[src/rtl/gsim_fetch_sched_pkg.sv]
// ----------------------------------------------------------------------------
// gsim_fetch_sched_pkg
// Shared definitions for the Gauss-Seidel matrix-fetch scheduler:
//   - scheduler FSM state encodings
//   - matrix geometry (WORDS_PER_MTX) and matrix-memory port widths
//   - the per-word tag carried alongside each fetched row
// ----------------------------------------------------------------------------
package gsim_fetch_sched_pkg;

    typedef enum logic [1:0] {
        ST_IDLE     = 2'd0,
        ST_FETCH    = 2'd1,
        ST_WAIT_ENG = 2'd2,
        ST_DONE     = 2'd3
    } state_t;

    // 16 coefficient rows plus one b-vector word per matrix
    localparam int WORDS_PER_MTX = 17;
    localparam int MEM_DATA_W    = 256;
    localparam int MEM_ADDR_W    = 10;
    localparam int IDX_W         = 5;

    // Tag attached to each word when its request is accepted
    typedef struct packed {
        logic [IDX_W-1:0] mtx;
        logic [IDX_W-1:0] word;
        logic             last;
    } row_tag_t;

    localparam int TAG_W = $bits(row_tag_t);

endpackage

[src/rtl/gsim_row_fifo.sv]
// ----------------------------------------------------------------------------
// gsim_row_fifo
// Small synchronous FIFO with a combinational head (the word written in cycle
// t is visible on o_rd_data in cycle t+1). DEPTH must be a power of two >= 2.
// Writes to a full FIFO and reads from an empty FIFO are ignored. The head
// reads as zero while empty so downstream sees clean outputs.
// Ports:
//   i_clk, i_reset      clock, asynchronous active-high reset
//   i_wr_en, i_wr_data  push
//   i_rd_en             pop the head
//   o_rd_data           head entry (zero when empty)
//   o_full, o_empty     status
//   o_count             current occupancy, 0..DEPTH
// ----------------------------------------------------------------------------
module gsim_row_fifo #(
    parameter int WIDTH = 8,
    parameter int DEPTH = 4,
    localparam int PTR_W = $clog2(DEPTH),
    localparam int CNT_W = $clog2(DEPTH) + 1
) (
    input  logic             i_clk,
    input  logic             i_reset,
    input  logic             i_wr_en,
    input  logic [WIDTH-1:0] i_wr_data,
    input  logic             i_rd_en,
    output logic [WIDTH-1:0] o_rd_data,
    output logic             o_full,
    output logic             o_empty,
    output logic [CNT_W-1:0] o_count
);

    logic [WIDTH-1:0] mem_q [DEPTH];
    logic [PTR_W-1:0] wr_ptr_q, wr_ptr_d;
    logic [PTR_W-1:0] rd_ptr_q, rd_ptr_d;
    logic [CNT_W-1:0] count_q, count_d;
    logic             do_wr;
    logic             do_rd;

    assign o_full    = (count_q == CNT_W'(DEPTH));
    assign o_empty   = (count_q == '0);
    assign o_count   = count_q;
    assign do_wr     = i_wr_en && !o_full;
    assign do_rd     = i_rd_en && !o_empty;
    assign o_rd_data = o_empty ? '0 : mem_q[rd_ptr_q];

    always_comb begin
        wr_ptr_d = wr_ptr_q;
        rd_ptr_d = rd_ptr_q;
        count_d  = count_q;
        if (do_wr) begin
            wr_ptr_d = wr_ptr_q + 1'b1;
        end
        if (do_rd) begin
            rd_ptr_d = rd_ptr_q + 1'b1;
        end
        case ({do_wr, do_rd})
            2'b10:   count_d = count_q + 1'b1;
            2'b01:   count_d = count_q - 1'b1;
            default: count_d = count_q;
        endcase
    end

    always_ff @(posedge i_clk or posedge i_reset) begin
        if (i_reset) begin
            wr_ptr_q <= '0;
            rd_ptr_q <= '0;
            count_q  <= '0;
        end else begin
            wr_ptr_q <= wr_ptr_d;
            rd_ptr_q <= rd_ptr_d;
            count_q  <= count_d;
        end
    end

    // Storage is not reset: validity is tracked by the pointers alone
    always_ff @(posedge i_clk) begin
        if (do_wr) begin
            mem_q[wr_ptr_q] <= i_wr_data;
        end
    end

endmodule

[src/rtl/gsim_fetch_sched.sv]
// ----------------------------------------------------------------------------
// gsim_fetch_sched
// Matrix-fetch scheduler. On start walks matrices 0..N-1, issues reads to the
// matrix memory under a credit limit, buffers returns in gsim_row_fifo and
// streams them to the datapath with word/matrix tags. Counts per-matrix
// completions and pulses o_proc_done when all N are finished.
// Build option: define GSIM_PREFETCH_EN to start fetching matrix m+1 right
// after the last word of m is accepted; otherwise each matrix waits for the
// datapath's i_mtx_done of the previous one.
// Ports:
//   i_clk, i_reset                    clock, asynchronous active-high reset
//   i_module_en, i_matrix_num         start and matrix count (sampled in IDLE)
//   o_proc_done                       one-cycle completion pulse
//   o_mem_rreq, o_mem_addr, i_mem_rrdy           read request channel
//   i_mem_dout, i_mem_dout_vld                    in-order read returns
//   o_row_vld/data/idx/last, o_mtx_idx, i_row_rdy row stream to datapath
//   i_mtx_done                        datapath finished one matrix
// ----------------------------------------------------------------------------
module gsim_fetch_sched
    import gsim_fetch_sched_pkg::*;
#(
    parameter int FIFO_DEPTH = 4
) (
    input  logic                  i_clk,
    input  logic                  i_reset,
    input  logic                  i_module_en,
    input  logic [IDX_W-1:0]      i_matrix_num,
    output logic                  o_proc_done,
    output logic                  o_mem_rreq,
    output logic [MEM_ADDR_W-1:0] o_mem_addr,
    input  logic                  i_mem_rrdy,
    input  logic [MEM_DATA_W-1:0] i_mem_dout,
    input  logic                  i_mem_dout_vld,
    output logic                  o_row_vld,
    output logic [MEM_DATA_W-1:0] o_row_data,
    output logic [IDX_W-1:0]      o_row_idx,
    output logic                  o_row_last,
    output logic [IDX_W-1:0]      o_mtx_idx,
    input  logic                  i_row_rdy,
    input  logic                  i_mtx_done
);

    localparam int CNT_W = $clog2(FIFO_DEPTH) + 1;

`ifdef GSIM_PREFETCH_EN
    localparam logic PREFETCH = 1'b1;
`else
    localparam logic PREFETCH = 1'b0;
`endif

    state_t                state_q, state_d;
    logic [IDX_W-1:0]      n_q, n_d;
    logic [IDX_W-1:0]      mtx_q, mtx_d;          // matrix being fetched
    logic [IDX_W-1:0]      word_q, word_d;        // word within that matrix
    logic [IDX_W-1:0]      done_cnt_q, done_cnt_d;
    logic [MEM_ADDR_W-1:0] base_q, base_d;        // mtx_q * WORDS_PER_MTX
    logic [CNT_W-1:0]      credit_q, credit_d;

    logic                  accept;
    logic                  pop;
    logic                  last_word;
    logic                  ret_wr;
    row_tag_t              req_tag;
    row_tag_t              ret_tag;
    row_tag_t              head_tag;
    logic                  tag_empty;
    logic                  tag_full;
    logic [CNT_W-1:0]      tag_count;
    logic                  row_empty;
    logic                  row_full;
    logic [CNT_W-1:0]      row_count;
    logic [TAG_W+MEM_DATA_W-1:0] row_head;

    assign last_word  = (word_q == IDX_W'(WORDS_PER_MTX - 1));
    assign o_mem_addr = base_q + MEM_ADDR_W'(word_q);
    assign req_tag    = '{mtx: mtx_q, word: word_q, last: last_word};

    // A return with nothing outstanding (e.g. in flight across a reset) is dropped
    assign ret_wr = i_mem_dout_vld && !tag_empty;
    assign pop    = o_row_vld && i_row_rdy;

    // Tags queued in request order; returns are in order, so the head tag
    // always belongs to the next returning word.
    gsim_row_fifo #(
        .WIDTH (TAG_W),
        .DEPTH (FIFO_DEPTH)
    ) u_tag_fifo (
        .i_clk     (i_clk),
        .i_reset   (i_reset),
        .i_wr_en   (accept),
        .i_wr_data (req_tag),
        .i_rd_en   (i_mem_dout_vld),
        .o_rd_data (ret_tag),
        .o_full    (tag_full),
        .o_empty   (tag_empty),
        .o_count   (tag_count)
    );

    gsim_row_fifo #(
        .WIDTH (TAG_W + MEM_DATA_W),
        .DEPTH (FIFO_DEPTH)
    ) u_row_fifo (
        .i_clk     (i_clk),
        .i_reset   (i_reset),
        .i_wr_en   (ret_wr),
        .i_wr_data ({ret_tag, i_mem_dout}),
        .i_rd_en   (i_row_rdy),
        .o_rd_data (row_head),
        .o_full    (row_full),
        .o_empty   (row_empty),
        .o_count   (row_count)
    );

    assign head_tag   = row_head[MEM_DATA_W +: TAG_W];
    assign o_row_vld  = !row_empty;
    assign o_row_data = row_head[MEM_DATA_W-1:0];
    assign o_row_idx  = head_tag.word;
    assign o_row_last = head_tag.last;
    assign o_mtx_idx  = head_tag.mtx;

    // Credit makes both FIFOs overflow-proof, so their status is informational
    logic unused_status;
    assign unused_status = ^{tag_full, tag_count, row_full, row_count};

    always_comb begin
        state_d     = state_q;
        n_d         = n_q;
        mtx_d       = mtx_q;
        word_d      = word_q;
        base_d      = base_q;
        done_cnt_d  = done_cnt_q;
        credit_d    = credit_q;
        o_mem_rreq  = 1'b0;
        o_proc_done = 1'b0;
        accept      = 1'b0;

        if (state_q != ST_IDLE && i_mtx_done) begin
            done_cnt_d = done_cnt_q + 1'b1;
        end

        case (state_q)
            ST_IDLE: begin
                if (i_module_en) begin
                    n_d        = i_matrix_num;
                    mtx_d      = '0;
                    word_d     = '0;
                    base_d     = '0;
                    done_cnt_d = '0;
                    state_d    = (i_matrix_num == '0) ? ST_DONE : ST_FETCH;
                end
            end
            ST_FETCH: begin
                o_mem_rreq = (credit_q != '0);
                accept     = o_mem_rreq && i_mem_rrdy;
                if (accept) begin
                    if (last_word) begin
                        word_d = '0;
                        base_d = base_q + MEM_ADDR_W'(WORDS_PER_MTX);
                        mtx_d  = mtx_q + 1'b1;
                        if (!PREFETCH || (mtx_q + 1'b1 == n_q)) begin
                            state_d = ST_WAIT_ENG;
                        end
                    end else begin
                        word_d = word_q + 1'b1;
                    end
                end
            end
            ST_WAIT_ENG: begin
                if (i_mtx_done) begin
                    if (done_cnt_q + 1'b1 == n_q) begin
                        state_d = ST_DONE;
                    end else if (mtx_q < n_q) begin
                        // With prefetch all matrices are already fetched here
                        state_d = ST_FETCH;
                    end
                end
            end
            ST_DONE: begin
                o_proc_done = 1'b1;
                state_d     = ST_IDLE;
            end
            default: state_d = ST_IDLE;
        endcase

        case ({accept, pop})
            2'b10:   credit_d = credit_q - 1'b1;
            2'b01:   credit_d = credit_q + 1'b1;
            default: credit_d = credit_q;
        endcase
    end

    always_ff @(posedge i_clk or posedge i_reset) begin
        if (i_reset) begin
            state_q    <= ST_IDLE;
            n_q        <= '0;
            mtx_q      <= '0;
            word_q     <= '0;
            base_q     <= '0;
            done_cnt_q <= '0;
            credit_q   <= CNT_W'(FIFO_DEPTH);
        end else begin
            state_q    <= state_d;
            n_q        <= n_d;
            mtx_q      <= mtx_d;
            word_q     <= word_d;
            base_q     <= base_d;
            done_cnt_q <= done_cnt_d;
            credit_q   <= credit_d;
        end
    end

endmodule

[config.mk]
export PLATFORM = sky130hd
export DESIGN_NAME = gsim_fetch_sched
export DESIGN_NICKNAME = d
export VERILOG_FILES = /design/src/rtl/gsim_fetch_sched_pkg.sv /design/src/rtl/gsim_row_fifo.sv /design/src/rtl/gsim_fetch_sched.sv
export SDC_FILE = /design/constraint.sdc
export NUM_CORES = 1
export LEC_CHECK = 0
export CAP_MARGIN = 25
export CORE_MARGIN = 3
export CORE_UTILIZATION = 60
export DETAILED_ROUTE_END_ITERATION = 12
export GPL_ROUTABILITY_DRIVEN = 0
export PLACE_DENSITY = 0.95
export SYNTH_ARGS = -nofsm -noshare
export SYNTH_HDL_FRONTEND = slang
export SYNTH_SLANG_ARGS = --single-unit
[constraint.sdc]
create_clock -name i_clk -period 13.93 [get_ports i_clk]
set_input_delay 2.0895 -clock i_clk [delete_from_list [all_inputs] [get_ports i_clk]]
set_output_delay 2.0895 -clock i_clk [all_outputs]
set_load 0.03 [all_outputs]
* After elaboration in Yosys (flattened, before gate mapping)
Memory sizes are Yosys's and may differ from the RTL's. Cells that the tools add are included.
Word-level totals: register bits 49, bits in writable memories 1112, output and inout port bits 280, input bits 268, memories 2, logic and storage cells 107
Cells by class: equal/unequal tests 18, order comparisons 1, add/sub/neg operators 15, reductions and logical operators 24, mux-type cells 34
Memory list:
- u_row_fifo.mem_q | words 4, bits a word 267, read ports 1, clocked after memory_dff 0, wr ports 1, RTL line gsim_row_fifo.sv:32 | logic [WIDTH-1:0] mem_q [DEPTH];
- u_tag_fifo.mem_q | words 4, bits a word 11, read ports 1, clocked after memory_dff 0, wr ports 1, RTL line gsim_row_fifo.sv:32
Operator list (number):
- 267-bit 2-to-1 mux | 1
- 5-bit 2-to-1 mux | 8
- 10-bit 2-to-1 mux | 3
- 10-bit case mux with 2 select lines | 1
- 5-bit case mux with 2 select lines | 2
- 3-bit case mux with 2 select lines | 3
- 5-bit by 1-bit adder with 5-bit output, second input constant | 3
- 2-bit 2-to-1 mux | 7
- 11-bit 2-to-1 mux | 1
- 10-bit by 5-bit adder with 10-bit output | 1
- 10-bit by 5-bit adder with 10-bit output, second input constant | 1
- 2-bit equality test, second input constant | 5
- 2-bit nonzero test | 5
- 3-bit by 1-bit adder with 3-bit output, second input constant | 3
- 3-bit by 1-bit subtractor with 3-bit output, second input constant | 3
- 2-bit by 1-bit adder with 2-bit output, second input constant | 4
- 2-bit by 1-bit equality test with 1-bit output, second input constant | 4
- 2-bit != test, second input constant | 4
- 2-bit case mux with 4 select lines | 1
- 1-bit 2-to-1 mux | 7
- 3-bit equality test, second input constant | 2
- 1-bit logical AND | 6
- 3-bit logical NOT | 2
- 5-bit equality test | 1
- other kinds (11) | 14

* Logic depth before layout (Yosys ltp)
depth after elaboration 6, mapped depth 12, gate-level depth less buffers 11

* Modules after synthesis
Synthesis repeated with hierarchy kept, for this count alone.
Second synthesis, totals: cells, all modules 2087, area, all modules 45238.4 µm²
By module, submodules not included:
- gsim_row_fifo (u_row_fifo) | area an instance 40740.3 µm², instances 1, sequential area each 32245.9 µm², cells an instance 1731
- gsim_fetch_sched | area an instance 2333.5 µm², instances 1, sequential area each 877.1 µm², cells an instance 248
- gsim_row_fifo (u_tag_fifo) | area an instance 2164.6 µm², instances 1, sequential area each 1496.4 µm², cells an instance 108

* Least setup slack after synthesis
OpenSTA, ideal clock, no wires.
path kind input -> register, start point in i_mem_dout_vld, end point mem u_row_fifo.mem_q[0][0] (netlist name), enable pin, path slack 4.602 ns, data arrival time 8.666 ns, library setup time 0.662 ns, path buffers 0, stages on the path 3, data required time 13.268 ns, cells stage by stage nand2b_1 > a31oi_1 > and2_1
On the way: cells in the longest elaborated chain, start to end 4
RTL lines:
- start, declared | RTL line gsim_fetch_sched.sv:33 | input logic i_mem_dout_vld,
- 1-bit logical AND | RTL line gsim_fetch_sched.sv:79 | assign ret_wr = i_mem_dout_vld && !tag_empty;
- 1-bit logical AND | RTL line gsim_row_fifo.sv:42 | assign do_wr = i_wr_en && !o_full;
- 1-bit 2-to-1 mux | RTL line gsim_row_fifo.sv:77 | if (do_wr) begin
- 1-bit 2-to-1 mux (implied by the code) | RTL line gsim_row_fifo.sv:78 | mem_q[wr_ptr_q] <= i_wr_data;
- end, declared | RTL line gsim_row_fifo.sv:32
No other way between the ends.

* Final worst setup path
start point reg u_row_fifo.rd_ptr_q[0], end point out o_row_data[195]
On the way: cells in the longest elaborated chain, start to end 2
RTL lines:
- start, declared | RTL line gsim_row_fifo.sv:34 | logic [PTR_W-1:0] rd_ptr_q, rd_ptr_d;
- start signal, assigned | RTL line gsim_row_fifo.sv:70 | rd_ptr_q <= rd_ptr_d;
- memory 4 x 267 bit
- 267-bit 2-to-1 mux | RTL line gsim_row_fifo.sv:44 | assign o_rd_data = o_empty ? '0 : mem_q[rd_ptr_q];
- end, declared | RTL line gsim_fetch_sched.sv:35 | output logic [MEM_DATA_W-1:0] o_row_data,
No other way between the ends.

==> summary.md <==
| Metric | Value |
|---|---|
| Worst Setup Start Kind | `flop` |
| Clk_skew | `roughly 0.033 ns` |
| DP Worst Slack | `roughly 7.2 ns` |
| Clock latency on the worst-skew pair | `0.67 ns` |
| Mean Syn Cell Area | `21.7 sq um` |
| Final Slew Violations | `0` |
| Rel. slew slack | `0.181` |
| Initial Util | `0.611` |
| Tcrit/Tclk final | `0.488` |
| Number of H-tree levels | `3` |
| Routed vias | `23300` |
| CP max stage delay | `roughly 0.85 ns` |
| Synthesis-to-finish area growth | `22.5%` |
| Worst-case clock buffer depth | `3` |
| Cells along the critical path | `buf_12 -> buf_4 -> mux4_2 -> and2_1 -> clkdlybuf4s50_1` |
| Die H | `280 um` |
| Initial antenna violation count | `26` |
| CTS tree | `yes` |
| Setup CP Type | `reg -> out` |
| Sequential element share of the synthesized area | `0.770` |
| Ys Warns | `0` |
| Number of global-route vias before repair | `about 25000` |
| Post-layout power | `between 10000 and 15000 uW` |
| Die span in x | `280 um` |
| Hold WC Path Type | `reg -> reg` |
| Layout net count | `around 3000` |
| Rows | `99` |
| CP endpoint kind | `output port` |
| Pwr/cell area | `248 mW/mm^2` |
| GRT Overall Usage | `0.277` |
| Syn nets | `2371` |
| Commonest non-fill, non-tap cell in the layout | `edfxtp_1` |
| Layout cells sized above 1 | `0.181` |
| Die area | `0.0783 sq mm` |
| Syn Std Cell Area | `0.0450 sq mm` |
| Critical path peak fanout | `113` |
| Unique masters post-synth | `55` |
| WP data required | `approximately 12 ns` |
| Most frequent cells in the layout | `1112 x edfxtp_1, 547 x clkdlybuf4s50_1, 278 x mux4_2` |
| Actual slew at the worst max-slew pin | `1.23 ns` |
| Avg WL per Cell | `about 29 um` |
| Drt drc | `0` |
| Root buffer selected by CTS | `clkbuf_16` |
| Number of clock sinks | `1161` |
| Final HPWL DP | `64000 um` |
| CP max stage cell | `buf_4` |
| Number of synthesized flops with an enable pin | `1112` |
| Post-CTS sizing | `0` |
| Vias per cell | `roughly 6.2` |
| Async S/R FF share, synth | `0.0422` |
| Final WL | `109000 um` |
| Clk pin slew, worst setup/hold paths | `0.07 ns` |
| Drt pass-1 iters | `5` |
| Maxcap violations | `0` |
| CP delay by family, top | `buffers and inverters` |
| CP Data Arrival Time | `4.71 ns` |
| Core area | `between 0.07 and 0.08 sq mm` |
| Synth Instances | `just over 2000` |
| Setup WS post-layout | `~7.1 ns` |
| First-pass GRT wire length | `161000 um` |
| Final setup violation count | `0` |
| Fin. Hold Viols | `0` |
| I/O Pins | `548` |
| Yosys reg bits | `between 1000 and 1500` |
| WP buf/inv | `3` |
| Number of CTS-inserted buffers | `109` |
| Prevailing post-synth register cell | `edfxtp_1` |
| Leakage | `~0.018 uW` |
| Period minus WS final | `6.80 ns` |
| Setup TNS | `0 ns` |
| Post-route ant nets | `0` |
| Starting DRC count in detailed routing | `2326` |
| Port bufs | `547` |
| GRT overflow | `0` |
| Hold_buf cts | `0` |
| Largest net degree at the start of global routing | `150` |
| Status | `complete, no violations` |
| Postcts setup bufs | `0` |
| FMAX | `147 MHz` |
| Maximum VDD drop | `0.267 mV` |
| Unrepaired setup endpoints after global routing | `no` |
## worst paths after layout
| kind | endpoint | from | slack (ns) | cells past startpoint |
|---|---|---|---|---|
| max in group asynchronous | credit_q[2] | i_reset | 11.55 | 3 |
| min in group asynchronous | mtx_q[0] | i_reset | 1.77 | 2 |
| setup / recovery | o_row_data[195] | u_row_fifo.rd_ptr_q[0] | 7.13 | 5 |
| hold reg to reg | u_row_fifo.o_count[0] | u_row_fifo.o_count[0] | 0.52 | 1 |
| hold / removal | u_row_fifo.o_count[0] | u_row_fifo.o_count[0] | 0.52 | 1 |
| setup reg to reg | u_row_fifo.mem_q[1][209] | u_tag_fifo.o_count[2] | 9.13 | 7 |
## per-layer routing
metal / part of all wire / wire length (um) / track usage
met2: 0.54 / 58700 / 0.486
met1: 0.34 / 36700 / 0.333
met4: 0.045 / 4900 / 0.122
met5: 0.00067 / 73 / 0
met3: 0.081 / 8870 / 0.0597
## synth_stat cells, drive strengths merged, types with 3 or more instances
cell type	count	area, sq um
mux2	3	37.5
clkbuf	42	158
nand2	24	92.6
o21ai	21	105
nor2b	14	87.6
fa	4	80.1
nand2b	3	18.8
nand3	10	50.1
mux4	278	6260
ha	25	313
nor3	10	80.1
nor2	24	97.6
and2	278	1740
xor2	14	123
nor3b	7	73.8
dfrtp	48	1200
a21oi	7	35.0
nand4	4	25.0
or3	3	23.8
inv	26	97.6
a31oi	4	55.1
edfxtp	1112	33400
a211oi	3	22.5
o311ai	3	26.3
buf	60	340
xnor2	28	245
## cell families after synthesis
logic type,share of synthesized area
AND/OR/NAND/NOR,0.0519
adder cells (fa/ha/maj),0.00874
multiplexers,0.141
AO/OA/AOI/OAI,0.00746
XOR/XNOR,0.00818
buffers and inverters,0.0132
flip-flops,0.770
## sequential cells by signal, indices dropped and copies added (netlist names)
register and flops:
u_row_fifo.mem_q 1068, u_tag_fifo.mem_q 44, word_q 5, mtx_q 5, state_q 2, u_tag_fifo.o_count 3
u_row_fifo.o_count 3, u_row_fifo.rd_ptr_q 2, done_cnt_q 5, n_q 5, u_tag_fifo.rd_ptr_q 2, u_row_fifo.wr_ptr_q 2
credit_q 3, u_tag_fifo.wr_ptr_q 2, base_q 10
## worst register-to-register path: stages, from the launching register on
cell and delay (ns):
dfrtp_1 0.43, nor3_1 0.07, buf_4 0.18, nand2b_1 0.23
a31oi_1 0.64, and2_4 0.90, buf_4 0.90, buf_4 1.00
## cell type report
type	count	area [sq um]
clock inverter	75	647
timing repair buffer	577	5840
clock buffer	128	2850
multi-input combinational	785	9760
fill	3624	18500
antenna	21	52.6
sequential	1161	34600
tap	959	1200
inverter	26	97.6
## metrics by stage
stage / area (sq um) / hold slack, ns / std cells / util
finish: 55100 / 0.524 / 3732 / 0.749
global route: 55100 / 0.531 / 3730 / 0.748
CTS: 54900 / 0.508 / 3705 / 0.746
detailed placement: 51400 / 0.494 / 3502 / 0.698
global placement: 51400 / 0.480 / 3502 / 0.698
floorplan: 45000 / 0.455 / 2074 / -
## power by group
| part | switching [uW] | internal [uW] | total (uW) |
|---|---|---|---|
| clock network | 1260 | 1610 | 2880 |
| registers | 351 | 4690 | 5040 |
| logic | 3300 | 2470 | 5770 |
| total | 4910 | 8770 | 13700 |
Note: power is estimated with default switching activity, not from simulation.
==> variant: new RTL, same flow settings <==
`FIFO_DEPTH`: 4 -> 8.
--- a/src/rtl/gsim_fetch_sched.sv
+++ b/src/rtl/gsim_fetch_sched.sv
@@ -19,7 +19,7 @@
 module gsim_fetch_sched
     import gsim_fetch_sched_pkg::*;
 #(
-    parameter int FIFO_DEPTH = 4
+    parameter int FIFO_DEPTH = 8
 ) (
     input  logic                  i_clk,
     input  logic                  i_reset,
Check against the original RTL: same outputs for any inputs over 4 cycles, from zero or initial values and one cycle with i_reset high; that may be too few to reach the edited logic, so the function may still have changed.
==> variant against the unedited design <==
Synthesized area up 95%; wire length rose by 99%; final area grew 85%; largest cell class unchanged; sequential cell count rose by 1119; highest routed layer unchanged; via count rose by 90%; worst setup slack lost 0.53 ns; power increased by 76%; first-iteration DRC count is 110% higher; global-route usage rose by 1.3 points.
==> variant: results (changes against the unedited design) <==
stage,metric,value,unit,change
outcome,outcome,finished clean,,
yosys,synth_fa_ha_area_frac,0.00454,,-0.00419
clock_tree,cts_max_level,4,,+1
global_routing,met2_usage,0.493,,+0.00701
cells_and_area,nets,4813,,+63%
cells_and_area,sh_seq_area,0.669,,+0.0398
power_and_ir_drop,p_sw_frac,0.352,,-0.00680
global_routing,grt_pass1_vias,45500,,+85%
power_and_ir_drop,p_seq,9.22,mW,+83%
yosys,synthXorXnorAreaFrac,0.00480,,-0.00338
yosys,synth.distinct_cells,52,,-5.5%
setup_path,worst-path-max-fanout,175,,+55%
cells_and_area,clk_share,0.0650,,+0.00153
yosys,synth_edf_count,2224,,+100%
global_routing,antenna_found_initial,45,,+73%
setup_path,startpoint,u_row_fifo.rd_ptr_q[1],,
global_routing,grt_pass1_wl,319000,um,+99%
drt,wire_per_inst,32.8,um,+12%
yosys,synth_area_leaders,"edfxtp_1 (76%), mux4_2 (14%), mux2i_1 (3.2%)",,
setup_path,reg2reg_to,u_row_fifo.mem_q[5][212],,
cells_and_area,final.fill_count,7592,,+110%
yosys,synth_compound_area_frac,0.00391,,-0.00354
global_routing,use_met3,0.0518,,-0.00790
power_and_ir_drop,design_power_total,24.0,mW,+76%
drt,drtIter0Drc,4952,,+110%
drt,met1_length,73300,um,+99%
yosys,synth_commonest_cells,"edfxtp_1 (2224), mux4_2 (556), nor2_1 (310)",,
yosys,syn_nets,4185,,+77%
cells_and_area,multi_input_cells,1390,,+77%
timing,worst_slew_pin_slew,1.25,ns,+0.0216 ns
drt,wl_met2,114000,um,+94%
cells_and_area,antennaDiodeCount,44,,+110%
power_and_ir_drop,p_comb,9.21,mW,+60%
variant: changes by cell type in the layout (fill, tap and decap cells not counted), sizes merged, moves of 9 or more:
cell	unedited run	this run
and2	278	2
buf	30	68
clkbuf	128	270
clkinv	63	82
diode	21	44
edfxtp	1112	2224
mux2i	2	281
mux4	278	556
nand2	24	34
nor2	24	311
nor2b	14	5
variant: stage by stage:
stage / setup WS, ns / hold slack [ns] / cell area [um^2] / cells / util
floorplan: -9.22 / 0.469 / 87600 / 3887 / -
global placement: 7.30 / 0.487 / 95100 / 6197 / 0.659
detailed placement: 7.12 / 0.522 / 95200 / 6204 / 0.660
CTS: 6.58 / 0.546 / 102000 / 6580 / 0.706
global route: 6.35 / 0.566 / 102000 / 6617 / 0.707
finish: 6.60 / 0.550 / 102000 / 6627 / 0.707
variant: critical path, stage by stage (launching register included):
cell and delay (ns):
dfrtp_4 1.00, buf_12 0.77, buf_12 0.70, mux4_2 0.42, mux2i_1 0.28, nor2_1 0.09
clkdlybuf4s50_1 0.65
